--- src/rtl/bus_master_68k_if.sv ---
// Bus and request/response signals for the 68000-style bus master.
// The master modport is the block's view; slave is the requester/responder side.
interface bus_master_68k_if;
  logic        REQ;
  logic        RW_REQ;
  logic [22:0] ADDR_IN;
  logic [1:0]  BYTE_SEL;
  logic [15:0] WDATA;
  logic        BUSY;
  logic        DONE;
  logic        ERR;
  logic [15:0] RDATA;
  logic [22:0] ADDR_OUT;
  logic [15:0] DATA_OUT;
  logic        DATA_OE;
  logic [15:0] DATA_IN;
  logic        AS;
  logic        UDS;
  logic        LDS;
  logic        RW;
  logic        DTACK;
  logic        BERR;

  modport master (
    input  REQ, RW_REQ, ADDR_IN, BYTE_SEL, WDATA, DATA_IN, DTACK, BERR,
    output BUSY, DONE, ERR, RDATA, ADDR_OUT, DATA_OUT, DATA_OE, AS, UDS, LDS, RW
  );

  modport slave (
    output REQ, RW_REQ, ADDR_IN, BYTE_SEL, WDATA, DATA_IN, DTACK, BERR,
    input  BUSY, DONE, ERR, RDATA, ADDR_OUT, DATA_OUT, DATA_OE, AS, UDS, LDS, RW
  );
endinterface

--- src/rtl/bus_master_68k.sv ---
// 68000-style asynchronous bus master: one read or write per request, with
// synchronized DTACK/BERR, bus-error and timeout termination, all outputs registered.
module bus_master_68k #(
  parameter int TIMEOUT = 64
) (
  input logic              CLK,
  input logic              RST,
  bus_master_68k_if.master bus
);

  localparam int CW = $clog2(TIMEOUT + 1);
  localparam logic [CW-1:0] TMO = CW'(TIMEOUT);

  localparam logic [2:0] S_IDLE    = 3'd0;
  localparam logic [2:0] S_ADDR    = 3'd1;
  localparam logic [2:0] S_WAIT    = 3'd2;
  localparam logic [2:0] S_TERM    = 3'd3;
  localparam logic [2:0] S_RECOVER = 3'd4;

  logic [2:0]    state_q, state_d;
  logic [CW-1:0] cnt_q, cnt_d;
  logic          dtack_s1_q, dtack_s1_d, dtack_s_q, dtack_s_d;
  logic          berr_s1_q, berr_s1_d, berr_s_q, berr_s_d;
  logic          st1_q, st1_d, st2_q, st2_d;
  logic          rw_lat_q, rw_lat_d;
  logic [1:0]    bs_q, bs_d;
  logic          as_q, as_d, uds_q, uds_d, lds_q, lds_d, rw_q, rw_d;
  logic          oe_q, oe_d, busy_q, busy_d, done_q, done_d, err_q, err_d;
  logic [15:0]   rdata_q, rdata_d, dout_q, dout_d;
  logic [22:0]   addr_q, addr_d;

  assign bus.AS       = as_q;
  assign bus.UDS      = uds_q;
  assign bus.LDS      = lds_q;
  assign bus.RW       = rw_q;
  assign bus.DATA_OE  = oe_q;
  assign bus.BUSY     = busy_q;
  assign bus.DONE     = done_q;
  assign bus.ERR      = err_q;
  assign bus.RDATA    = rdata_q;
  assign bus.ADDR_OUT = addr_q;
  assign bus.DATA_OUT = dout_q;

  // Next-state and next-output logic for the bus cycle FSM.
  always_comb begin
    state_d    = state_q;
    cnt_d      = cnt_q;
    dtack_s1_d = bus.DTACK;
    dtack_s_d  = dtack_s1_q;
    berr_s1_d  = bus.BERR;
    berr_s_d   = berr_s1_q;
    // Strobe-active flag delayed alongside the synchronizer: DTACK only counts
    // if it was sampled while the strobes were already on the bus.
    st1_d      = ~(uds_q & lds_q);
    st2_d      = st1_q;
    rw_lat_d   = rw_lat_q;
    bs_d       = bs_q;
    as_d       = as_q;
    uds_d      = uds_q;
    lds_d      = lds_q;
    rw_d       = rw_q;
    oe_d       = oe_q;
    busy_d     = busy_q;
    done_d     = 1'b0;
    err_d      = 1'b0;
    rdata_d    = rdata_q;
    dout_d     = dout_q;
    addr_d     = addr_q;

    case (state_q)
      S_IDLE: begin
        if (bus.REQ) begin
          if (bus.BYTE_SEL == 2'b00) begin
            done_d = 1'b1;
            err_d  = 1'b1;
          end else begin
            state_d  = S_ADDR;
            addr_d   = bus.ADDR_IN;
            rw_lat_d = bus.RW_REQ;
            bs_d     = bus.BYTE_SEL;
            rw_d     = bus.RW_REQ;
            busy_d   = 1'b1;
            if (bus.RW_REQ) begin
              oe_d = 1'b0;
            end else begin
              dout_d = bus.WDATA;
              oe_d   = 1'b1;
            end
          end
        end else begin
          state_d = S_IDLE;
        end
      end

      S_ADDR: begin
        state_d = S_WAIT;
        as_d    = 1'b0;
        cnt_d   = '0;
        if (rw_lat_q) begin
          uds_d = ~bs_q[1];
          lds_d = ~bs_q[0];
        end else begin
          uds_d = 1'b1;
          lds_d = 1'b1;
        end
      end

      S_WAIT: begin
        if (!berr_s_q || (cnt_q == TMO)) begin
          state_d = S_TERM;
          as_d    = 1'b1;
          uds_d   = 1'b1;
          lds_d   = 1'b1;
          done_d  = 1'b1;
          err_d   = 1'b1;
        end else if (!dtack_s_q && st2_q) begin
          state_d = S_TERM;
          as_d    = 1'b1;
          uds_d   = 1'b1;
          lds_d   = 1'b1;
          done_d  = 1'b1;
          if (rw_lat_q) begin
            rdata_d = bus.DATA_IN & {{8{bs_q[1]}}, {8{bs_q[0]}}};
          end else begin
            rdata_d = rdata_q;
          end
        end else begin
          cnt_d = cnt_q + CW'(1);
          uds_d = ~bs_q[1];
          lds_d = ~bs_q[0];
        end
      end

      S_TERM: begin
        state_d = S_RECOVER;
        oe_d    = 1'b0;
        rw_d    = 1'b1;
      end

      S_RECOVER: begin
        if (dtack_s_q && berr_s_q) begin
          state_d = S_IDLE;
          busy_d  = 1'b0;
        end else begin
          state_d = S_RECOVER;
        end
      end

      default: begin
        state_d = S_IDLE;
        as_d    = 1'b1;
        uds_d   = 1'b1;
        lds_d   = 1'b1;
        rw_d    = 1'b1;
        oe_d    = 1'b0;
        busy_d  = 1'b0;
      end
    endcase
  end

  // State, synchronizer and output registers; reset parks every strobe high.
  always_ff @(posedge CLK or posedge RST) begin
    if (RST) begin
      state_q    <= S_IDLE;
      cnt_q      <= '0;
      dtack_s1_q <= 1'b1;
      dtack_s_q  <= 1'b1;
      berr_s1_q  <= 1'b1;
      berr_s_q   <= 1'b1;
      st1_q      <= 1'b0;
      st2_q      <= 1'b0;
      rw_lat_q   <= 1'b1;
      bs_q       <= 2'b00;
      as_q       <= 1'b1;
      uds_q      <= 1'b1;
      lds_q      <= 1'b1;
      rw_q       <= 1'b1;
      oe_q       <= 1'b0;
      busy_q     <= 1'b0;
      done_q     <= 1'b0;
      err_q      <= 1'b0;
      rdata_q    <= 16'h0000;
      dout_q     <= 16'h0000;
      addr_q     <= 23'h000000;
    end else begin
      state_q    <= state_d;
      cnt_q      <= cnt_d;
      dtack_s1_q <= dtack_s1_d;
      dtack_s_q  <= dtack_s_d;
      berr_s1_q  <= berr_s1_d;
      berr_s_q   <= berr_s_d;
      st1_q      <= st1_d;
      st2_q      <= st2_d;
      rw_lat_q   <= rw_lat_d;
      bs_q       <= bs_d;
      as_q       <= as_d;
      uds_q      <= uds_d;
      lds_q      <= lds_d;
      rw_q       <= rw_d;
      oe_q       <= oe_d;
      busy_q     <= busy_d;
      done_q     <= done_d;
      err_q      <= err_d;
      rdata_q    <= rdata_d;
      dout_q     <= dout_d;
      addr_q     <= addr_d;
    end
  end

endmodule

--- src/flat_wrapper.sv ---
// flat-port wrapper written by rule: the top's interface ports become plain ports
module bus_master_68k_flat 
#(
  parameter int TIMEOUT = 64
)
  (CLK, RST, bus_REQ, bus_RW_REQ, bus_ADDR_IN, bus_BYTE_SEL, bus_WDATA, bus_DATA_IN, bus_DTACK, bus_BERR, bus_BUSY, bus_DONE, bus_ERR, bus_RDATA, bus_ADDR_OUT, bus_DATA_OUT, bus_DATA_OE, bus_AS, bus_UDS, bus_LDS, bus_RW);
  bus_master_68k_if bus_i ();
  input logic CLK;
  input logic RST;
  input wire logic [$bits(bus_i.REQ)-1:0] bus_REQ;
  input wire logic [$bits(bus_i.RW_REQ)-1:0] bus_RW_REQ;
  input wire logic [$bits(bus_i.ADDR_IN)-1:0] bus_ADDR_IN;
  input wire logic [$bits(bus_i.BYTE_SEL)-1:0] bus_BYTE_SEL;
  input wire logic [$bits(bus_i.WDATA)-1:0] bus_WDATA;
  input wire logic [$bits(bus_i.DATA_IN)-1:0] bus_DATA_IN;
  input wire logic [$bits(bus_i.DTACK)-1:0] bus_DTACK;
  input wire logic [$bits(bus_i.BERR)-1:0] bus_BERR;
  output wire logic [$bits(bus_i.BUSY)-1:0] bus_BUSY;
  output wire logic [$bits(bus_i.DONE)-1:0] bus_DONE;
  output wire logic [$bits(bus_i.ERR)-1:0] bus_ERR;
  output wire logic [$bits(bus_i.RDATA)-1:0] bus_RDATA;
  output wire logic [$bits(bus_i.ADDR_OUT)-1:0] bus_ADDR_OUT;
  output wire logic [$bits(bus_i.DATA_OUT)-1:0] bus_DATA_OUT;
  output wire logic [$bits(bus_i.DATA_OE)-1:0] bus_DATA_OE;
  output wire logic [$bits(bus_i.AS)-1:0] bus_AS;
  output wire logic [$bits(bus_i.UDS)-1:0] bus_UDS;
  output wire logic [$bits(bus_i.LDS)-1:0] bus_LDS;
  output wire logic [$bits(bus_i.RW)-1:0] bus_RW;
  assign bus_i.REQ = bus_REQ;
  assign bus_i.RW_REQ = bus_RW_REQ;
  assign bus_i.ADDR_IN = bus_ADDR_IN;
  assign bus_i.BYTE_SEL = bus_BYTE_SEL;
  assign bus_i.WDATA = bus_WDATA;
  assign bus_i.DATA_IN = bus_DATA_IN;
  assign bus_i.DTACK = bus_DTACK;
  assign bus_i.BERR = bus_BERR;
  assign bus_BUSY = bus_i.BUSY;
  assign bus_DONE = bus_i.DONE;
  assign bus_ERR = bus_i.ERR;
  assign bus_RDATA = bus_i.RDATA;
  assign bus_ADDR_OUT = bus_i.ADDR_OUT;
  assign bus_DATA_OUT = bus_i.DATA_OUT;
  assign bus_DATA_OE = bus_i.DATA_OE;
  assign bus_AS = bus_i.AS;
  assign bus_UDS = bus_i.UDS;
  assign bus_LDS = bus_i.LDS;
  assign bus_RW = bus_i.RW;
  bus_master_68k #(.TIMEOUT(TIMEOUT)) u_core (.CLK(CLK), .RST(RST), .bus(bus_i));
endmodule
--- config.mk ---
export PLATFORM = sky130hd
export DESIGN_NAME = bus_master_68k_flat
export DESIGN_NICKNAME = d
export VERILOG_FILES = /design/src/rtl/bus_master_68k_if.sv /design/src/rtl/bus_master_68k.sv /design/src/flat_wrapper.sv
export SDC_FILE = /design/constraint.sdc
export NUM_CORES = 1
export LEC_CHECK = 0
export BUFFER_PORTS_ARGS = -buffer_cell sky130_fd_sc_hd__clkbuf_2
export CORE_UTILIZATION = 35
export DETAILED_ROUTE_END_ITERATION = 7
export HOLD_SLACK_MARGIN = 0.12
export MAX_ROUTING_LAYER = met4
export SYNTH_ARGS = -nofsm -noshare
export SYNTH_HDL_FRONTEND = slang
export SYNTH_SLANG_ARGS = --single-unit
export TNS_END_PERCENT = 5
--- constraint.sdc ---
create_clock -name CLK -period 2.3 [get_ports CLK]
set_input_delay 0 -clock CLK [delete_from_list [all_inputs] [get_ports CLK]]
set_output_delay 0 -clock CLK [all_outputs]
set_load 0.005 [all_outputs]
[Word-level counts from Yosys, hierarchy flattened]
Index checks and enable logic that the tools add are counted.
Word-level totals
  input port bits: 63
  bits in registers: 82
  output and inout port bits: 63
Cells by class
  $add $sub $neg: 1
  mux-type cells: 38
  eq/ne operators: 12
  reduce and logical (&&, ||, !) cells: 19
  bitwise logic cells: 11
Operators by type and width (number)
  two-way mux 1 bit: 21
  bitwise AND 16 bit: 1
  two-way mux 3 bit: 5
  one-hot mux 3 bit (5 select lines): 1
  two-way mux 7 bit: 2
  one-hot mux 7 bit (2 select lines): 1
  one-hot mux 1 bit (3 select lines): 4
  AND reduction 4 bit: 3
  inverter 1 bit: 9
  AND reduction 3 bit: 3
  OR reduction 3 bit: 3
  != test 2 bit, second input constant: 4
  one-hot mux 1 bit (2 select lines): 4
  adder 7 x 1 -> 7 bit, second input constant: 1
  == test 7 bit, second input constant: 1
  == test 3 x 2 -> 1 bit, second input constant: 2
  AND reduction 2 bit: 2
  == test 3 x 1 -> 1 bit, second input constant: 1
  == test 3 bit, second input constant: 1
  logical NOT 3 bit: 1
  != test 3 x 1 -> 1 bit, second input constant: 1
  != test 3 bit, second input constant: 1
  logical AND 1 bit: 2
  logical NOT 1 bit: 2
  5 further kinds: 5

[Depth between registers and ports, before layout]
Gate-level depths: netlist of run 1.
  depth in word-level cells: 5
  mapped depth: 7

[Worst setup path before layout of run 1]
Ideal clock, no wire load.
  path kind: reg-to-reg
  from: register u_core.state_q[1]
  to: register u_core.dout_q[10] (netlist: u_core.bus.DATA_OUT[10])
  arrival time: 1.670 ns
  path buffers: 2
  cell stages (with the launch flop): 7
  library setup time: 0.125 ns
  slack: 0.505 ns
  period minus slack after synthesis: 1.795 ns
  required time: 2.175 ns
  cell sequence: dfrtp_1 buf_6 nor4b_4 o21ai_4 nor2_8 buf_12 mux2_4
Between the ends
  cells in the longest elaborated chain, start to end: 2
Ends and longest elaborated chain
  start: declaration: RTL line bus_master_68k.sv:20  | logic [2:0] state_q, state_d;
  start signal: assignment: RTL line bus_master_68k.sv:186  | state_q <= state_d;
  logical NOT 3 bit: RTL line bus_master_68k.sv:70  | case (state_q)
  AND reduction 4 bit (no source line)
  end signal: assignment: RTL line bus_master_68k.sv:205  | dout_q <= dout_d;
  end: declaration: RTL line bus_master_68k.sv:29  | logic [15:0] rdata_q, rdata_d, dout_q, dout_d;
No other way between the ends.
A chain may end at the register's enable or synchronous reset.

[Worst setup path in the final report of run 1]
  from: register u_core.state_q[0]
  to: register u_core.dout_q[0] (netlist: u_core.bus.DATA_OUT[0])
The elaborated chain is that of the path after synthesis.

==> flow_metrics.env, run 1 <==
export IMPL_post_synth_top_count_cell="nand2_1"
export IMPL_num_rows=35
export IMPL_hold_violations=0
export IMPL_ir_drop_v=0.000562
export IMPL_p_total_uw=5580
export IMPL_synth_edf_count=0
export IMPL_ys_seq_area_share_pct=60.8
export IMPL_cp_arrival_ps=2170
export IMPL_die_y_um=101
export IMPL_clock_latency_ps=350
export IMPL_crit_slowest_cell="dfrtp_1"
export IMPL_r2r_start="u_core.state_q[0]$_DFFE_PP0P_"
export IMPL_nets=577
export IMPL_worst_pin_slew_ps=677
export IMPL_cts_sinks=82
export IMPL_postCtsResizedCells=0
export IMPL_status="completed"
export IMPL_critPathCaptureType="register"
export IMPL_critPathMaxStageDelay_ps=520
export IMPL_critPathBufInv=0
export IMPL_worstReg2RegEnd="u_core.bus.DATA_OUT[0]$_DFFE_PP0P_"
export IMPL_syn_area_per_cell_um2=10.6
export IMPL_power_density_mw_per_mm2=1110
export IMPL_drv_cap=0
export IMPL_grt_overflow=0
export IMPL_synth_largest_area_cell="dfrtp_1"
export IMPL_critPathKind="register to register"
export IMPL_num_antenna_cells=0
export IMPL_finalClockSkew_ps=14.1
export IMPL_slew_headroom_pct=54.8
export IMPL_crit_required_ps=2530
export IMPL_fin_setup_tns_ps=0
export IMPL_grt_max_degree=46
export IMPL_port_buffers=125
export IMPL_rsz0062_at_grt="no"
export IMPL_synthArstFlopShare_pct=100
export IMPL_grt_first_pass_wirelength_um=13500
export IMPL_crit_fanout=18
export IMPL_clk_pin_slew_ps=90
export IMPL_dr_pass1_iters=4
export IMPL_post_dp_hpwl_um=5340
export IMPL_netlist_area_mm2=0.00340
export IMPL_critPathLaunchType="register"
export IMPL_rrSetupSlack_ps=360
export IMPL_fmax_ghz=0.516
export IMPL_grt_pass1_vias=2925
export IMPL_p_leak_uw=0.00258
export IMPL_drt_iter0_markers=101
export IMPL_r2r_cells=4
export IMPL_avgViaCountPerCell=4.47
export IMPL_coreArea_mm2=0.00933
export IMPL_ys_flop_type="dfrtp_1"
export IMPL_h_tree_depth=3
export IMPL_vias=2890
export IMPL_cp_cell_sequence="nor4b_4 > o21ai_4 > nor2_8 > mux2_2"
export IMPL_netlist_instances=321
export IMPL_final_core_util_pct=53.8
export IMPL_drive_above_1_share_pct=34.4
export IMPL_drt_wl_total_um=8370
export IMPL_nFillCells=805
export IMPL_synth_distinct_cells=43
export IMPL_postRouteAntennaNets=0
export IMPL_cts_tree="yes"
export IMPL_setup_violations=0
export IMPL_cts_setup_buffers=0
export IMPL_die_x_um=101
export IMPL_drc=0
export IMPL_timing_hold_ws_ps=257
export IMPL_synth_warnings=0
export IMPL_ys_ff_latch=82
export IMPL_min_period_ps=1940
export IMPL_routedWlPerCell_um=13.0
export IMPL_grt_usage_pct=17.9
export IMPL_ctsRootBufferMaster="clkbuf_8"
export IMPL_io_pins=126
export IMPL_min_path_type="primary input to async pin"
export IMPL_cts_path_max_buffers=2
export IMPL_min_period_over_period_pct=84.3
export IMPL_synth_commonest_cells="nand2_1 (117), dfrtp_1 (73), o21ai_0 (21)"
export IMPL_numCtsBuffers=9
export IMPL_maxSlewViolCount=0
export IMPL_yosys_top_cells_area="dfrtp_1 (54%), nand2_1 (13%), dfstp_2 (7.0%)"
export IMPL_path_delay_family="simple AND/OR/NAND/NOR gates"
export IMPL_start_util_pct=36.4
export IMPL_globalplace_congestion=0.782
export IMPL_area_growth_pct=47.8
export IMPL_antenna_found_initial=0
export IMPL_netlist_area_leader_share_pct=53.8
export IMPL_synth_nets=386
export IMPL_dieArea_mm2=0.0101
metrics by stage:
step / cells / worst slack [ps] / instance area (um^2)
2_1_floorplan: 321 / 206 / 3400
3_3_place_gp: 566 / 422 / 4160
3_5_place_dp: 566 / 373 / 4160
4_1_cts: 646 / 353 / 5020
5_1_grt: 646 / 242 / 5020
6_report: 646 / 361 / 5020
how the worst max path moves through the flow:
stage / startpoint / end / slack [ps] / cells past startpoint
detailed placement: u_core.state_q[0]$_DFFE_PP0P_ / u_core.bus.DATA_OUT[14]$_DFFE_PP0P_ / 370 / 4
floorplan: RST / u_core.bs_q[0]$_DFFE_PP0P_ / 210 / 1
CTS: u_core.state_q[0]$_DFFE_PP0P_ / u_core.bus.DATA_OUT[0]$_DFFE_PP0P_ / 350 / 4
finish: u_core.state_q[0]$_DFFE_PP0P_ / u_core.bus.DATA_OUT[0]$_DFFE_PP0P_ / 360 / 4
global placement: u_core.state_q[0]$_DFFE_PP0P_ / u_core.bus.DATA_OUT[12]$_DFFE_PP0P_ / 420 / 4
global route: u_core.state_q[0]$_DFFE_PP0P_ / u_core.bus.DATA_OUT[0]$_DFFE_PP0P_ / 240 / 4
flip-flops by register name, indices dropped and copies added (netlist names), 2 cells and up:
signal,cells
u_core.bus.ADDR_OUT,23
u_core.state_q,3
u_core.bus.RDATA,16
u_core.bus.DATA_OUT,16
u_core.cnt_q,7
u_core.bs_q,2
tightest hold or removal path, delay by kind of cell:
kind	cells	cell delay (ps)
buffers and inverters	3	1100
layout by cell type, fill, tap and decap left out, types with 2 or more instances in the layout:
master | Yosys | final
and3_1 | 4 | 4
a21o_1 | 2 | 2
nor2_1 | 10 | 10
dfstp_2 | 9 | 9
nor3_1 | 3 | 3
clkbuf_8 | 0 | 10
ha_1 | 2 | 2
nand2_1 | 117 | 117
bufinv_16 | 0 | 2
clkbuf_2 | 0 | 125
inv_1 | 7 | 6
o21ai_0 | 21 | 21
nand3_1 | 3 | 3
a31oi_1 | 9 | 9
clkbuf_1 | 6 | 2
buf_4 | 1 | 5
dfrtp_1 | 73 | 73
o21a_1 | 2 | 2
mux2_4 | 8 | 8
a21oi_1 | 5 | 5
dlygate4sd3_1 | 0 | 64
and3b_1 | 2 | 2
mux2_2 | 8 | 8
power by group:
part / switching, uW / internal (uW)
Sequential: 436 / 2050
Clock: 515 / 645
Combinational: 942 / 995
Total: 1890 / 3690
metal layers:
layer	global-route usage, %	part of all wire, %
met1	20.8	44
met2	30.0	49
met3	4.37	5.0
met4	6.80	1.9
met5	-	0
kinds of logic (layout without fill, tap and decap cells):
family / Yosys count / in the layout / synth area share (%)
AOI/OAI and AO/OA: 47 / 47 / 8.66
xor gates and xnor gates: 1 / 1 / 0.258
adders and majority gates: 3 / 3 / 1.03
buffers and inverters: 22 / 218 / 3.57
DFF: 82 / 82 / 60.8
muxes: 17 / 17 / 6.49
and+or+nand+nor: 149 / 149 / 19.2
layout make-up:
type | instances | area (um^2) | share of cell area, %
sequential | 82 | 2060 | 41.1
timing repair buffer | 195 | 1320 | 26.4
multi-input combinational | 217 | 1220 | 24.3
tap | 129 | 161 | 3.22
clock buffer | 12 | 145 | 2.89
clock inverter | 4 | 76.3 | 1.52
inverter | 7 | 27.5 | 0.549
timing repair:
action,CTS,global route
hold buffers,64,0
hold endpoints to repair,101,0
setup endpoints to repair,0,0
Power figures use the tool's default switching activity.
==> inputs of run 2 (changes only) <==
==> constraint.sdc (replaced) <==
create_clock -name CLK -period 1.6 [get_ports CLK]
set_input_delay 0 -clock CLK [delete_from_list [all_inputs] [get_ports CLK]]
set_output_delay 0 -clock CLK [all_outputs]
set_load 0.005 [all_outputs]
==> run 2 against run 1 <==
- the flow now finishes with violations (setup timing)
- die area unchanged
- sequential share of layout area down 2.2 points
- clock-buffer cell count down 3
- critical path depth up 2
- via count up 3.9%
- wire length up 4.1%
- fmax up 19%
- flip-flop and latch count unchanged
- setup slack worse by 390 ps
- critical path type unchanged
- critical endpoint is now u_core.cnt_q[6]$_DFFE_PP0P_
==> flow_metrics.env, run 2 (synthesized netlist as in run 1, its figures left out) <==
export IMPL_status="finished, violations left"
export IMPL_violations="setup timing"
export IMPL_io_pins=126
export IMPL_num_rows=35
export IMPL_maxSlewViolCount=0
export IMPL_grt_pass1_vias=3071
export IMPL_min_period_ps=1630
export IMPL_drt_iter0_markers=88
export IMPL_avgViaCountPerCell=4.52
export IMPL_port_buffers=125
export IMPL_drive_above_1_share_pct=39.6
export IMPL_fmax_ghz=0.612
export IMPL_nFillCells=793
export IMPL_drc=0
export IMPL_critPathBufInv=1
export IMPL_final_cell_mix="clkbuf_2 (125), nand2_1 (116), dfrtp_1 (73), dlygate4sd3_1 (62), buf_4 (17)"
export IMPL_dieArea_mm2=0.0101
export IMPL_critPathCaptureType="register"
export IMPL_antenna_found_initial=0
export IMPL_crit_required_ps=1870
export IMPL_p_total_uw=8500
export IMPL_crit_fanout=3
export IMPL_p_leak_uw=0.00271
export IMPL_critPathLaunchType="register"
export IMPL_grt_max_degree=33
export IMPL_fin_cells=664
export IMPL_die_y_um=101
export IMPL_area_growth_pct=56.3
export IMPL_min_period_over_period_pct=102
export IMPL_cts_sinks=82
export IMPL_vias=3002
export IMPL_slew_headroom_pct=66.7
export IMPL_ctsRootBufferMaster="clkbuf_8"
export IMPL_regArea_mm2=0.00206
export IMPL_ir_drop_v=0.000710
export IMPL_dp_slack_ps=-11.3
export IMPL_largest_register_ffs=23
export IMPL_r2r_cells=6
export IMPL_critPathKind="register to register"
export IMPL_rrSetupSlack_ps=-30
export IMPL_nets=595
export IMPL_numCtsBuffers=9
export IMPL_crit_slowest_cell="dfrtp_1"
export IMPL_critPathMaxStageDelay_ps=400
export IMPL_place_area_mm2=0.00436
export IMPL_worst_pin_slew_ps=498
export IMPL_die_x_um=101
export IMPL_final_common_cell="clkbuf_2"
export IMPL_power_density_mw_per_mm2=1600
export IMPL_cts_tree="yes"
export IMPL_r2r_start="u_core.cnt_q[0]$_DFFE_PP0P_"
export IMPL_dr_pass1_iters=4
export IMPL_hold_violations=0
export IMPL_clock_latency_ps=350
export IMPL_start_util_pct=36.4
export IMPL_clk_pin_slew_ps=90
export IMPL_fin_area_mm2=0.00531
export IMPL_drv_cap=0
export IMPL_h_tree_depth=3
export IMPL_timing_hold_ws_ps=222
export IMPL_min_path_type="primary input to async pin"
export IMPL_worstReg2RegEnd="u_core.cnt_q[6]$_DFFE_PP0P_"
export IMPL_drt_wl_total_um=8720
export IMPL_num_antenna_cells=0
export IMPL_cp_cell_sequence="buf_4 > ha_1 > and3_4 > and3_1 > or2b_1 > a31oi_4"
export IMPL_grt_first_pass_wirelength_um=14100
export IMPL_setup_violations=7
export IMPL_coreArea_mm2=0.00933
export IMPL_setup_slack_ps=-33.3
export IMPL_postRouteAntennaNets=0
export IMPL_cp_arrival_ps=1900
export IMPL_rsz0062_at_grt="yes"
export IMPL_routedWlPerCell_um=13.1
export IMPL_globalplace_congestion=0.842
export IMPL_grt_usage_pct=18.4
export IMPL_cts_path_max_buffers=2
export IMPL_place_inst=585
export IMPL_finalClockSkew_ps=8.07
export IMPL_path_delay_family="simple AND/OR/NAND/NOR gates"
export IMPL_grt_overflow=0
export IMPL_multiInputGateArea_mm2=0.00131
export IMPL_post_dp_hpwl_um=5550
==> run 2: changes by cell type in the layout (fill, tap and decap cells not counted), moves of 3 or more <==
cell,previous run,this run
inv_6,0,3
o21ai_1,0,11
buf_12,1,6
buf_4,5,17
o21ai_0,21,10
a31oi_1,9,5
==> run 2: final cells by class <==
cell class	instances	area share, %
Sequential cell	82	38.9
Multi-Input combinational cell	217	24.7
Clock buffer	9	2.33
Tap cell	129	3.04
Inverter	7	0.566
Clock inverter	7	1.86
Timing Repair Buffer	213	28.7
==> run 2: repair_timing <==
item / CTS / global route
hold buffers: 62 / 0
hold endpoints to repair: 136 / 0
cloned: 0 / 1
gates resized for setup: 3 / 25
pin swaps: 1 / 5
endpoints found under the setup margin: 15 / 67
setup buffers: 0 / 0
==> run 2: worst max path at each step <==
stage | startpoint | to | cells past startpoint
after floorplan | u_core.state_q[1]$_DFFE_PP0P_ | u_core.bus.DATA_OUT[10]$_DFFE_PP0P_ | 6
after global placement | u_core.state_q[1]$_DFFE_PP0P_ | u_core.cnt_q[1]$_DFFE_PP0P_ | 7
after detailed placement | u_core.state_q[1]$_DFFE_PP0P_ | u_core.cnt_q[3]$_DFFE_PP0P_ | 7
after CTS | u_core.state_q[0]$_DFFE_PP0P_ | u_core.bus.DATA_OUT[2]$_DFFE_PP0P_ | 5
after global routing | u_core.cnt_q[1]$_DFFE_PP0P_ | u_core.cnt_q[6]$_DFFE_PP0P_ | 7
final | u_core.cnt_q[0]$_DFFE_PP0P_ | u_core.cnt_q[6]$_DFFE_PP0P_ | 6
==> run 2: power breakdown <==
group / internal (uW) / switching [uW]
logic: 1730 / 1590
clock network: 893 / 773
registers: 2950 / 570
==> run 2: worst min-delay path: cells and delay by family <==
| kind | cells | cell delay (ps) |
|---|---|---|
| buf+inv | 3 | 1000 |
==> run 2: per-stage QoR <==
| step | TNS [ps] | utilization (%) |
|---|---|---|
| 3_5_place_dp | -44.1 | 46.8 |
| 2_1_floorplan | -2560 | - |
| 5_1_grt | -2330 | 56.9 |
| 6_report | -77.2 | 56.9 |
| 4_1_cts | -61.7 | 55.9 |
| 3_3_place_gp | 0 | 46.8 |
==> run 2: metal layers <==
metal  vias to the layer above  share of wire [%]  track usage [%]  wire, um
met5                         -                  0                -         0
met3                        11                5.1             4.44       449
met4                         0                1.3             5.13       116
met2                        99                 50             31.5      4320
met1                      1418                 44             21.7      3830
li1                       1474                  -                -         -
==> inputs of run 3 (changes only) <==
--- a/config.mk
+++ b/config.mk
@@ -10,6 +10,8 @@
 export DETAILED_ROUTE_END_ITERATION = 7
 export HOLD_SLACK_MARGIN = 0.12
 export MAX_ROUTING_LAYER = met4
+export SKIP_LAST_GASP = 1
+export SLEW_MARGIN = 20
 export SYNTH_ARGS = -nofsm -noshare
 export SYNTH_HDL_FRONTEND = slang
 export SYNTH_SLANG_ARGS = --single-unit
==> run 3 against run 2 <==
- the run still ends with setup timing left
- die area did not move
- sequential share of layout area hardly changed
- combinational power barely moved
- critical path depth stayed put
- fmax increased by 0.27%
- hold slack better by 2.1 ps
- largest power group unchanged
==> flow_metrics.env, run 3 (synthesized netlist as in run 1, its figures left out) <==
export IMPL_status="finished, violations left"
export IMPL_violations="setup timing"
export IMPL_grt_overflow=0
export IMPL_clock_latency_ps=350
export IMPL_grt_pass1_vias=3047
export IMPL_crit_required_ps=1870
export IMPL_drt_iter0_markers=82
export IMPL_drive_above_1_share_pct=39.7
export IMPL_min_period_ps=1630
export IMPL_final_cell_mix="clkbuf_2 (125), nand2_1 (117), dfrtp_1 (73), dlygate4sd3_1 (62)"
export IMPL_setup_slack_ps=-29.0
export IMPL_cts_sinks=82
export IMPL_area_growth_pct=56.3
export IMPL_pwr_share_clk_pct=19.5
export IMPL_fmax_ghz=0.614
export IMPL_num_rows=35
export IMPL_avgViaCountPerCell=4.51
export IMPL_post_dp_hpwl_um=5550
export IMPL_crit_fanout=3
export IMPL_slew_headroom_pct=66.6
export IMPL_cts_tree="yes"
export IMPL_globalplace_congestion=0.842
export IMPL_min_path_type="primary input to async pin"
export IMPL_dp_slack_ps=-11.3
export IMPL_fin_setup_tns_ps=-45.9
export IMPL_nFillCells=793
export IMPL_drv_cap=0
export IMPL_p_total_uw=8510
export IMPL_final_common_cell="clkbuf_2"
export IMPL_drc=0
export IMPL_nets=597
export IMPL_rsz0062_at_grt="yes"
export IMPL_swShare_pct=34.3
export IMPL_fin_area_mm2=0.00531
export IMPL_power_density_mw_per_mm2=1600
export IMPL_postRouteAntennaNets=0
export IMPL_r2r_cells=6
export IMPL_dieArea_mm2=0.0101
export IMPL_dr_pass1_iters=4
export IMPL_intPower_uw=5590
export IMPL_io_pins=126
export IMPL_start_util_pct=36.4
export IMPL_die_y_um=101
export IMPL_drt_wl_total_um=8710
export IMPL_grt_first_pass_wirelength_um=14100
export IMPL_cp_arrival_ps=1900
export IMPL_place_area_mm2=0.00436
export IMPL_critPathKind="register to register"
export IMPL_cp_depth=6
export IMPL_finalClockSkew_ps=8.13
export IMPL_vias=3002
export IMPL_hold_violations=0
export IMPL_ctsRootBufferMaster="clkbuf_8"
export IMPL_die_x_um=101
export IMPL_path_delay_family="simple AND/OR/NAND/NOR gates"
export IMPL_timing_hold_ws_ps=224
export IMPL_num_antenna_cells=0
export IMPL_p_leak_uw=0.00272
export IMPL_grt_usage_pct=18.3
export IMPL_clk_pin_slew_ps=90
export IMPL_critPathMaxStageDelay_ps=400
export IMPL_seqPwrFrac_pct=41.3
export IMPL_coreArea_mm2=0.00933
export IMPL_ir_drop_v=0.000707
export IMPL_antenna_found_initial=0
export IMPL_largest_register_ffs=23
export IMPL_crit_slowest_cell="dfrtp_1"
export IMPL_maxSlewViolCount=0
export IMPL_critPathCaptureType="register"
export IMPL_port_buffers=125
export IMPL_min_period_over_period_pct=102
export IMPL_net_switching_power_uw=2920
export IMPL_comb_power_share_pct=39.1
export IMPL_grt_max_degree=33
export IMPL_cts_path_max_buffers=2
export IMPL_critPathBufInv=1
export IMPL_worst_pin_slew_ps=500
export IMPL_h_tree_depth=3
export IMPL_critPathLaunchType="register"
export IMPL_setup_violations=4
export IMPL_rrSetupSlack_ps=-30
export IMPL_numCtsBuffers=9
export IMPL_cp_cell_sequence="buf_4 > ha_1 > and3_4 > and3_1 > or2b_1 > a31oi_4"
export IMPL_routedWlPerCell_um=13.1
[run 3: worst reg2reg max path, delay by kind of cell (launching register included)]
kind | cells | cell delay, ps
AOI/OAI and AO/OA | 1 | 150
and+or+nand+nor | 3 | 640
buffers and inverters | 1 | 140
DFF | 1 | 400
adders and majority gates | 1 | 220
[run 3: routing by layer]
| layer | wire length [um] | vias up | GRT usage (%) |
|---|---|---|---|
| met5 | 0 | - | - |
| met1 | 3830 | 1407 | 21.6 |
| li1 | - | 1479 | - |
| met2 | 4290 | 105 | 31.2 |
| met3 | 466 | 11 | 4.44 |
| met4 | 124 | 0 | 5.24 |
[run 3: timing repair]
action,in CTS,in global routing
gates cloned,0,1
gates resized for setup,0,17
buffers inserted,0,2
endpoints found under the setup margin,15,67
pin swaps,0,5
hold buffers,62,0
hold endpoints to repair,136,0
[run 3: layout make-up]
type / instances / area, um^2 / area share (%)
clock buffer: 9 / 124 / 2.33
clock inverter: 7 / 98.8 / 1.86
inverter: 7 / 30.0 / 0.566
multi-input combinational: 217 / 1290 / 24.4
sequential: 82 / 2060 / 38.9
tap: 129 / 161 / 3.04
timing repair buffer: 215 / 1540 / 28.9
[run 3: stage by stage]
| step | cells | utilization (%) |
|---|---|---|
| floorplan | 321 | - |
| global placement | 585 | 46.8 |
| detailed placement | 585 | 46.8 |
| CTS | 663 | 55.8 |
| global route | 666 | 56.9 |
| finish | 666 | 56.9 |
[run 3: power by group through the flow]
stage / Combinational, uW / Sequential (uW) / Clock, uW
floorplan: 1630 / 3450 / 0
global placement: 2950 / 3510 / 0
detailed placement: 3010 / 3530 / 0
CTS: 3130 / 3500 / 1720
global route: 3720 / 3630 / 1790
finish: 3330 / 3520 / 1660
[run 3: final timing paths]
kind | startpoint | end
max | u_core.cnt_q[0]$_DFFE_PP0P_ | u_core.cnt_q[6]$_DFFE_PP0P_
min | RST | u_core.bus.DATA_OUT[11]$_DFFE_PP0P_
max reg2reg | u_core.cnt_q[0]$_DFFE_PP0P_ | u_core.cnt_q[6]$_DFFE_PP0P_
min reg2reg | u_core.berr_s1_q$_DFF_PP1_ | u_core.berr_s_q$_DFF_PP1_
max in group asynchronous | RST | u_core.bus.AS$_DFFE_PP1P_
min in group CLK | bus_BERR | u_core.berr_s1_q$_DFF_PP1_
